File: src/rtl/grant_decoder_if.sv
// Grant handshake bundle for grant_decoder: index request, one-hot grant,
// per-target completion and status/error outputs.
interface grant_decoder_if #(
   parameter int N  = 3,
   parameter int IW = 2
);
   logic          in_valid;
   logic          in_ready;
   logic [IW-1:0] in_idx;
   logic [N-1:0]  gnt;
   logic [N-1:0]  done;
   logic          busy;
   logic          err_idx;
   logic          err_timeout;
   logic [7:0]    gnt_cnt;

   modport slave (
      input  in_valid, in_idx, done,
      output in_ready, gnt, busy, err_idx, err_timeout, gnt_cnt
   );

   modport master (
      output in_valid, in_idx, done,
      input  in_ready, gnt, busy, err_idx, err_timeout, gnt_cnt
   );
endinterface

File: src/rtl/grant_decoder.sv
// Decodes a registered request index into a held one-hot grant and runs the
// IDLE/GRANT/RELEASE handshake. Optional grant timeout: define GRANT_TIMEOUT_EN.
module grant_decoder #(
   parameter int N       = 3,
   parameter int IW      = 2,
   parameter int TIMEOUT = 15
) (
   input  logic           clk,
   input  logic           rst_n,
   grant_decoder_if.slave bus
);

   if (N < 2 || N > 16 || (2 ** IW) < N || TIMEOUT < 1 || TIMEOUT > 255) begin : g_param_check
      $error("grant_decoder: illegal N/IW/TIMEOUT combination");
   end

   typedef enum logic [1:0] {IDLE, GRANT, RELEASE} state_t;

   state_t        state, state_nx;
   logic [N-1:0]  gnt_q, gnt_d;
   logic [IW-1:0] idx_q, idx_d;
   logic [7:0]    cnt_q, cnt_d;
   logic          in_ready_q, in_ready_d;
   logic          err_idx_q, err_idx_d;
   logic          err_to_q, err_to_d;
   logic          done_sel;
   logic          timeout_hit;

   assign done_sel = bus.done[idx_q];

`ifdef GRANT_TIMEOUT_EN
   logic [7:0] to_cnt;

   // Held at zero outside GRANT, so every entry into GRANT starts from zero.
   always_ff @(posedge clk) begin
      if (!rst_n)              to_cnt <= '0;
      else if (state != GRANT) to_cnt <= '0;
      else                     to_cnt <= to_cnt + 8'd1;
   end

   // Fires on the edge that ends the TIMEOUT-th cycle of the grant.
   assign timeout_hit = (state == GRANT) && ((to_cnt + 8'd1) == 8'(TIMEOUT));
`else
   assign timeout_hit = 1'b0;
`endif

   // NOTE: state registers use non-blocking assignments so every flop samples
   // the pre-edge values computed by the combinational block.
   always_ff @(posedge clk) begin
      if (!rst_n) begin
         state      <= IDLE;
         gnt_q      <= '0;
         idx_q      <= '0;
         cnt_q      <= '0;
         in_ready_q <= 1'b0;
         err_idx_q  <= 1'b0;
         err_to_q   <= 1'b0;
      end else begin
         state      <= state_nx;
         gnt_q      <= gnt_d;
         idx_q      <= idx_d;
         cnt_q      <= cnt_d;
         in_ready_q <= in_ready_d;
         err_idx_q  <= err_idx_d;
         err_to_q   <= err_to_d;
      end
   end

   // NOTE: every output of this block is defaulted first so no path leaves a
   // variable unassigned, which would otherwise infer a latch.
   always_comb begin
      state_nx  = state;
      gnt_d     = gnt_q;
      idx_d     = idx_q;
      cnt_d     = cnt_q;
      err_idx_d = 1'b0;
      err_to_d  = 1'b0;

      unique case (state)
         IDLE: begin
            if (bus.in_valid && in_ready_q) begin
               if (int'(bus.in_idx) < N) begin
                  idx_d    = bus.in_idx;
                  gnt_d    = N'(1) << bus.in_idx;
                  state_nx = GRANT;
               end else begin
                  err_idx_d = 1'b1;
               end
            end
         end
         GRANT: begin
            // Completion takes precedence over a coincident timeout.
            if (done_sel) begin
               gnt_d    = '0;
               state_nx = RELEASE;
               cnt_d    = (cnt_q == 8'hFF) ? cnt_q : cnt_q + 8'd1;
            end else if (timeout_hit) begin
               gnt_d    = '0;
               err_to_d = 1'b1;
               state_nx = RELEASE;
            end
         end
         RELEASE: state_nx = IDLE;
         default: state_nx = IDLE;
      endcase

      in_ready_d = (state_nx == IDLE);
   end

   assign bus.gnt         = gnt_q;
   assign bus.in_ready    = in_ready_q;
   assign bus.busy        = (state != IDLE);
   assign bus.err_idx     = err_idx_q;
   assign bus.err_timeout = err_to_q;
   assign bus.gnt_cnt     = cnt_q;

endmodule

File: src/flat_wrapper.sv
// flat-port wrapper written by rule: the top's interface ports become plain ports
module grant_decoder_flat 
#(
   parameter int N       = 3,
   parameter int IW      = 2,
   parameter int TIMEOUT = 15
)
  (clk, rst_n, bus_in_valid, bus_in_idx, bus_done, bus_in_ready, bus_gnt, bus_busy, bus_err_idx, bus_err_timeout, bus_gnt_cnt);
  grant_decoder_if #(.N(N), .IW(IW)) bus_i ();
  input  logic clk;
  input  logic rst_n;
  input wire logic [$bits(bus_i.in_valid)-1:0] bus_in_valid;
  input wire logic [$bits(bus_i.in_idx)-1:0] bus_in_idx;
  input wire logic [$bits(bus_i.done)-1:0] bus_done;
  output wire logic [$bits(bus_i.in_ready)-1:0] bus_in_ready;
  output wire logic [$bits(bus_i.gnt)-1:0] bus_gnt;
  output wire logic [$bits(bus_i.busy)-1:0] bus_busy;
  output wire logic [$bits(bus_i.err_idx)-1:0] bus_err_idx;
  output wire logic [$bits(bus_i.err_timeout)-1:0] bus_err_timeout;
  output wire logic [$bits(bus_i.gnt_cnt)-1:0] bus_gnt_cnt;
  assign bus_i.in_valid = bus_in_valid;
  assign bus_i.in_idx = bus_in_idx;
  assign bus_i.done = bus_done;
  assign bus_in_ready = bus_i.in_ready;
  assign bus_gnt = bus_i.gnt;
  assign bus_busy = bus_i.busy;
  assign bus_err_idx = bus_i.err_idx;
  assign bus_err_timeout = bus_i.err_timeout;
  assign bus_gnt_cnt = bus_i.gnt_cnt;
  grant_decoder #(.N(N), .IW(IW), .TIMEOUT(TIMEOUT)) u_core (.clk(clk), .rst_n(rst_n), .bus(bus_i));
endmodule
File: config.mk
export PLATFORM = sky130hd
export DESIGN_NAME = grant_decoder_flat
export DESIGN_NICKNAME = d
export VERILOG_FILES = /design/src/rtl/grant_decoder_if.sv /design/src/rtl/grant_decoder.sv /design/src/flat_wrapper.sv
export SDC_FILE = /design/constraint.sdc
export NUM_CORES = 1
export LEC_CHECK = 0
export BUFFER_PORTS_ARGS = -buffer_cell sky130_fd_sc_hd__buf_2
export CORE_MARGIN = 2
export CORE_UTILIZATION = 52
export CTS_BUF_LIST = sky130_fd_sc_hd__clkbuf_8
export CTS_CLUSTER_DIAMETER = 30
export CTS_CLUSTER_SIZE = 28
export DETAILED_ROUTE_END_ITERATION = 6
export GPL_TIMING_DRIVEN = 0
export PLACE_DENSITY_LB_ADDON = 0.05
export SYNTH_ARGS = -nofsm -noshare
export SYNTH_HDL_FRONTEND = slang
export SYNTH_SLANG_ARGS = --single-unit
File: constraint.sdc
create_clock -name clk -period 2.05 [get_ports clk]
set_input_delay 0.1025 -clock clk [delete_from_list [all_inputs] [get_ports clk]]
set_output_delay 0.1025 -clock clk [all_outputs]
set_load 0.01 [all_outputs]
==> metrics.md <==
| Metric | Value |
|---|---|
| Outcome | completed |
| Sequential power share | 0.523 |
| Initial antenna violation count | 0 |
| CP Capture Type | register |
| Setup TNS | 0 ns |
| Syn Nets | slightly above 100 |
| Hold Crit Class | in -> reg |
| Worst vdd ir | about 0.00037 V |
| GPL Wtd Cong | ~0.74 |
| Leakage power | slightly below 0.4 nW |
| Drc violations | 0 |
| Final Hold Fails | 0 |
| Top_reg_cell synth | dfxtp_1 |
| Total Nets Final | roughly 130 |
| Worst R2R Path Depth | 6 |
| Final Routed Wirelength | 1614 microns |
| Post-synthesis cell count | 92 |
| Sw frac | 0.2390 |
| Post-DRT Antenna Nets | 0 |
| Final period utilization | 0.8893 |
| Worst-path clk slew | approximately 0.060 ns |
| ANT cells | 0 |
| # resized after CTS | 0 |
| Final cell count without fillers | roughly 130 |
| Vias | roughly 760 |
| Die area | between 1500 and 2000 sq um |
| RSZ-0062 raised after global routing | false |
| Vias in the first global route | 653 |
| Port bufs | 21 |
| Yosys reg bits | 17 |
| Avg WL per Cell | 12.14 microns |
| Clk network pwr share | 0.359 |
| Worst skew pair latency | 0.24 ns |
| Core area | ~1500 sq um |
| Avg Inst Size Synth | roughly 8.5 sq um |
| GRT Total Usage | 0.1901 |
| Sequential-to-total area share from yosys stat | 0.4331 |
| Psw | between 0.00015 and 0.0002 W |
| WP data required | 2.16 ns |
| Share of cells above drive strength 1 | 0.2308 |
| Part of the power in combinational logic | 0.118 |
| FMAX | 548.5 MHz |
| Min cycle time layout | 1.823 ns |
| Slowest library cell on the worst path | dfxtp_1 |
| Initial detailed-routing violation count | 19 |
| Top Family by Delay on Critical Path | flip-flops |
| Final WS setup | 0.2270 ns |
| Avg Vias per Cell | 5.692 |
| Std cell rows | 14 |
| Asr flop ratio synth | 0 |
| Synthesized area | slightly below 800 sq um |
| Initial Utilization | 0.5404 |
| Worst clock skew | 0.0008360 ns |
| TritonCTS Buffers | 3 |
| Num Clock Sinks | 17 |
| Placed cells | around 130 |
| Pint | 0.0005024 W |
| CTS tree | yes |
| Worst-path fanout max | 10 |
| Drt pass-1 iters | 4 |
| Fin. max-slew vios | 0 |
| Worst Path Buf+Inv | 1 |
| Largest net degree at the start of global routing | 11 |
| # hold bufs at CTS | 0 |
| Total gr overflow | 0 |
| Clk Tree Root Cell | clkbuf_8 |
| DP HPWL | between 1000 and 1500 microns |
| Setup Buffers After CTS | 0 |
| First-pass GRT wire length | ~2700 microns |
| Max-Cap Viols | 0 |
| Power density cells | ~700 nW/um^2 |
| Yosys warns | 0 |
| Die height | 42.87 microns |
| Setup WS pre-CTS | 0.2645 ns |
| Final setup fails | 0 |
| Crit path arrival time | 1.93 ns |
| Crit-path cells | ha_1 > nand3_1 > o21ai_0 > clkbuf_1 > or4_1 > a21oi_1 |
| Hold Crit Depth | 3 |
| WS Path Type | reg -> reg |
| # IOs | 23 |
| Levels on crit path | 6 |
| Die width | approximately 43 microns |
| Slowest stage delay, CP | a little under 0.4 ns |
| Unique masters post-synth | 28 |
| Final Util | 0.6575 |
| EDFF count, synth | 0 |
| Element type at the critical path start | register |
| H-tree depth | 1 |
| Max Root-Sink Buffers | 2 |
| Area growth, synth to finish | 21.66% |
[cells in the mapped netlist, types with 2 or more instances]
| cell | number | area, sq um |
|---|---|---|
| dfxtp_1 | 17 | 340.3 |
| a21oi_1 | 11 | 55.05 |
| nor2_1 | 7 | 26.28 |
| nand2_1 | 6 | 22.52 |
| nor3_1 | 5 | 25.02 |
| o31ai_1 | 5 | 37.54 |
| or4_1 | 5 | 37.54 |
| nand3_1 | 4 | 20.02 |
| clkbuf_1 | 3 | 11.26 |
| mux2i_1 | 3 | 30.03 |
| o211ai_1 | 3 | 22.52 |
| inv_1 | 2 | 7.510 |
| nand2b_1 | 2 | 12.51 |
| nand3b_1 | 2 | 15.01 |
| nand4_1 | 2 | 12.51 |
| o21ai_0 | 2 | 10.01 |
| or3_1 | 2 | 12.51 |
[per-layer routing]
metal  global-route usage  vias up  routed length (microns)
met2               0.2909       17                      731
met3              0.03830        2                       73
met5                    0        -                        0
met4              0.05625        0                        9
li1                     -      387                        -
met1               0.2686      351                      800
[metrics by stage]
stage               hold slack, ns  cell area, sq um  total power, W
floorplan                   0.2284             785.8       0.0004021
global placement            0.3905             910.9       0.0004291
detailed placement          0.3865             910.9       0.0004306
CTS                         0.1276             955.9       0.0006680
global route                0.1364             955.9       0.0006878
finish                      0.1360             955.9       0.0006601
[state kept, by name, indices dropped and copies added (netlist names)]
signal / cells
u_core.state: 2
u_core.bus.err_idx: 1
u_core.bus.gnt: 3
u_core.bus.in_ready: 1
u_core.idx_q: 2
u_core.bus.gnt_cnt: 8
[power groups by stage]
stage	clock (W)	sequential, W	combinational [W]
after floorplan	0	0.000354	0.0000477
after global placement	0	0.000352	0.0000770
after global routing	0.000255	0.000346	0.0000860
after detailed placement	0	0.000353	0.0000781
after CTS	0.000245	0.000345	0.0000782
final	0.000237	0.000345	0.0000778
[layout by cell type, fill, tap and decap left out, drive strengths merged]
master and instances:
buf 23, o21ai 2, and2b 1, ha 1, o21a 1, nand3 4
a21o 1, nand2b 2, clkbuf 6, mux2i 3, or4 5, o211ai 3
and3 1, and2 1, nor3 5, nand3b 2, nand4bb 1, conb 1
a21oi 11, nor2 7, or3 2, inv 3, dfxtp 17, or2 1
o31ai 5, nand4 2, nand2 6
[worst min-delay path, delay by kind of cell]
kind / cells / cell delay, ns
buffers and inverters: 1 / 0.13
AND/OR/NAND/NOR: 2 / 0.11
[logic make-up (layout without fill, tap and decap cells)]
kind of cell / count (synthesis) / after routing / synth area share
buffers and inverters: 7 / 32 / 0.04778
muxes: 3 / 3 / 0.03822
and+or+nand+nor: 40 / 40 / 0.2819
other: 1 / 1 / 0.004772
AOI/OAI and AO/OA: 23 / 23 / 0.1784
adders and majority gates: 1 / 1 / 0.01592
DFF: 17 / 17 / 0.4331
[final cells by class]
cell class / instances / area, sq um
repair buffers: 21 / 105.1
inverters: 2 / 7.507
flip-flops and latches: 17 / 340.3
clock inverters: 1 / 3.754
multi-input cells: 68 / 407.9
clock buffers: 3 / 41.29
well taps: 16 / 20.02
fillers: 136 / 498.0
plain buffers: 5 / 30.03
[path summary, 6_finish.rpt]
check	startpoint	to	slack, ns
setup / recovery	u_core.bus.gnt_cnt[0]	u_core.bus.gnt_cnt[2]	0.23
hold / removal	bus_in_idx[1]	u_core.bus.err_idx	0.14
hold reg to reg	u_core.bus.gnt_cnt[6]	u_core.bus.gnt_cnt[6]	0.50
setup reg to reg	u_core.bus.gnt_cnt[0]	u_core.bus.gnt_cnt[2]	0.23
No activity file was read; power rests on OpenSTA's default activity.
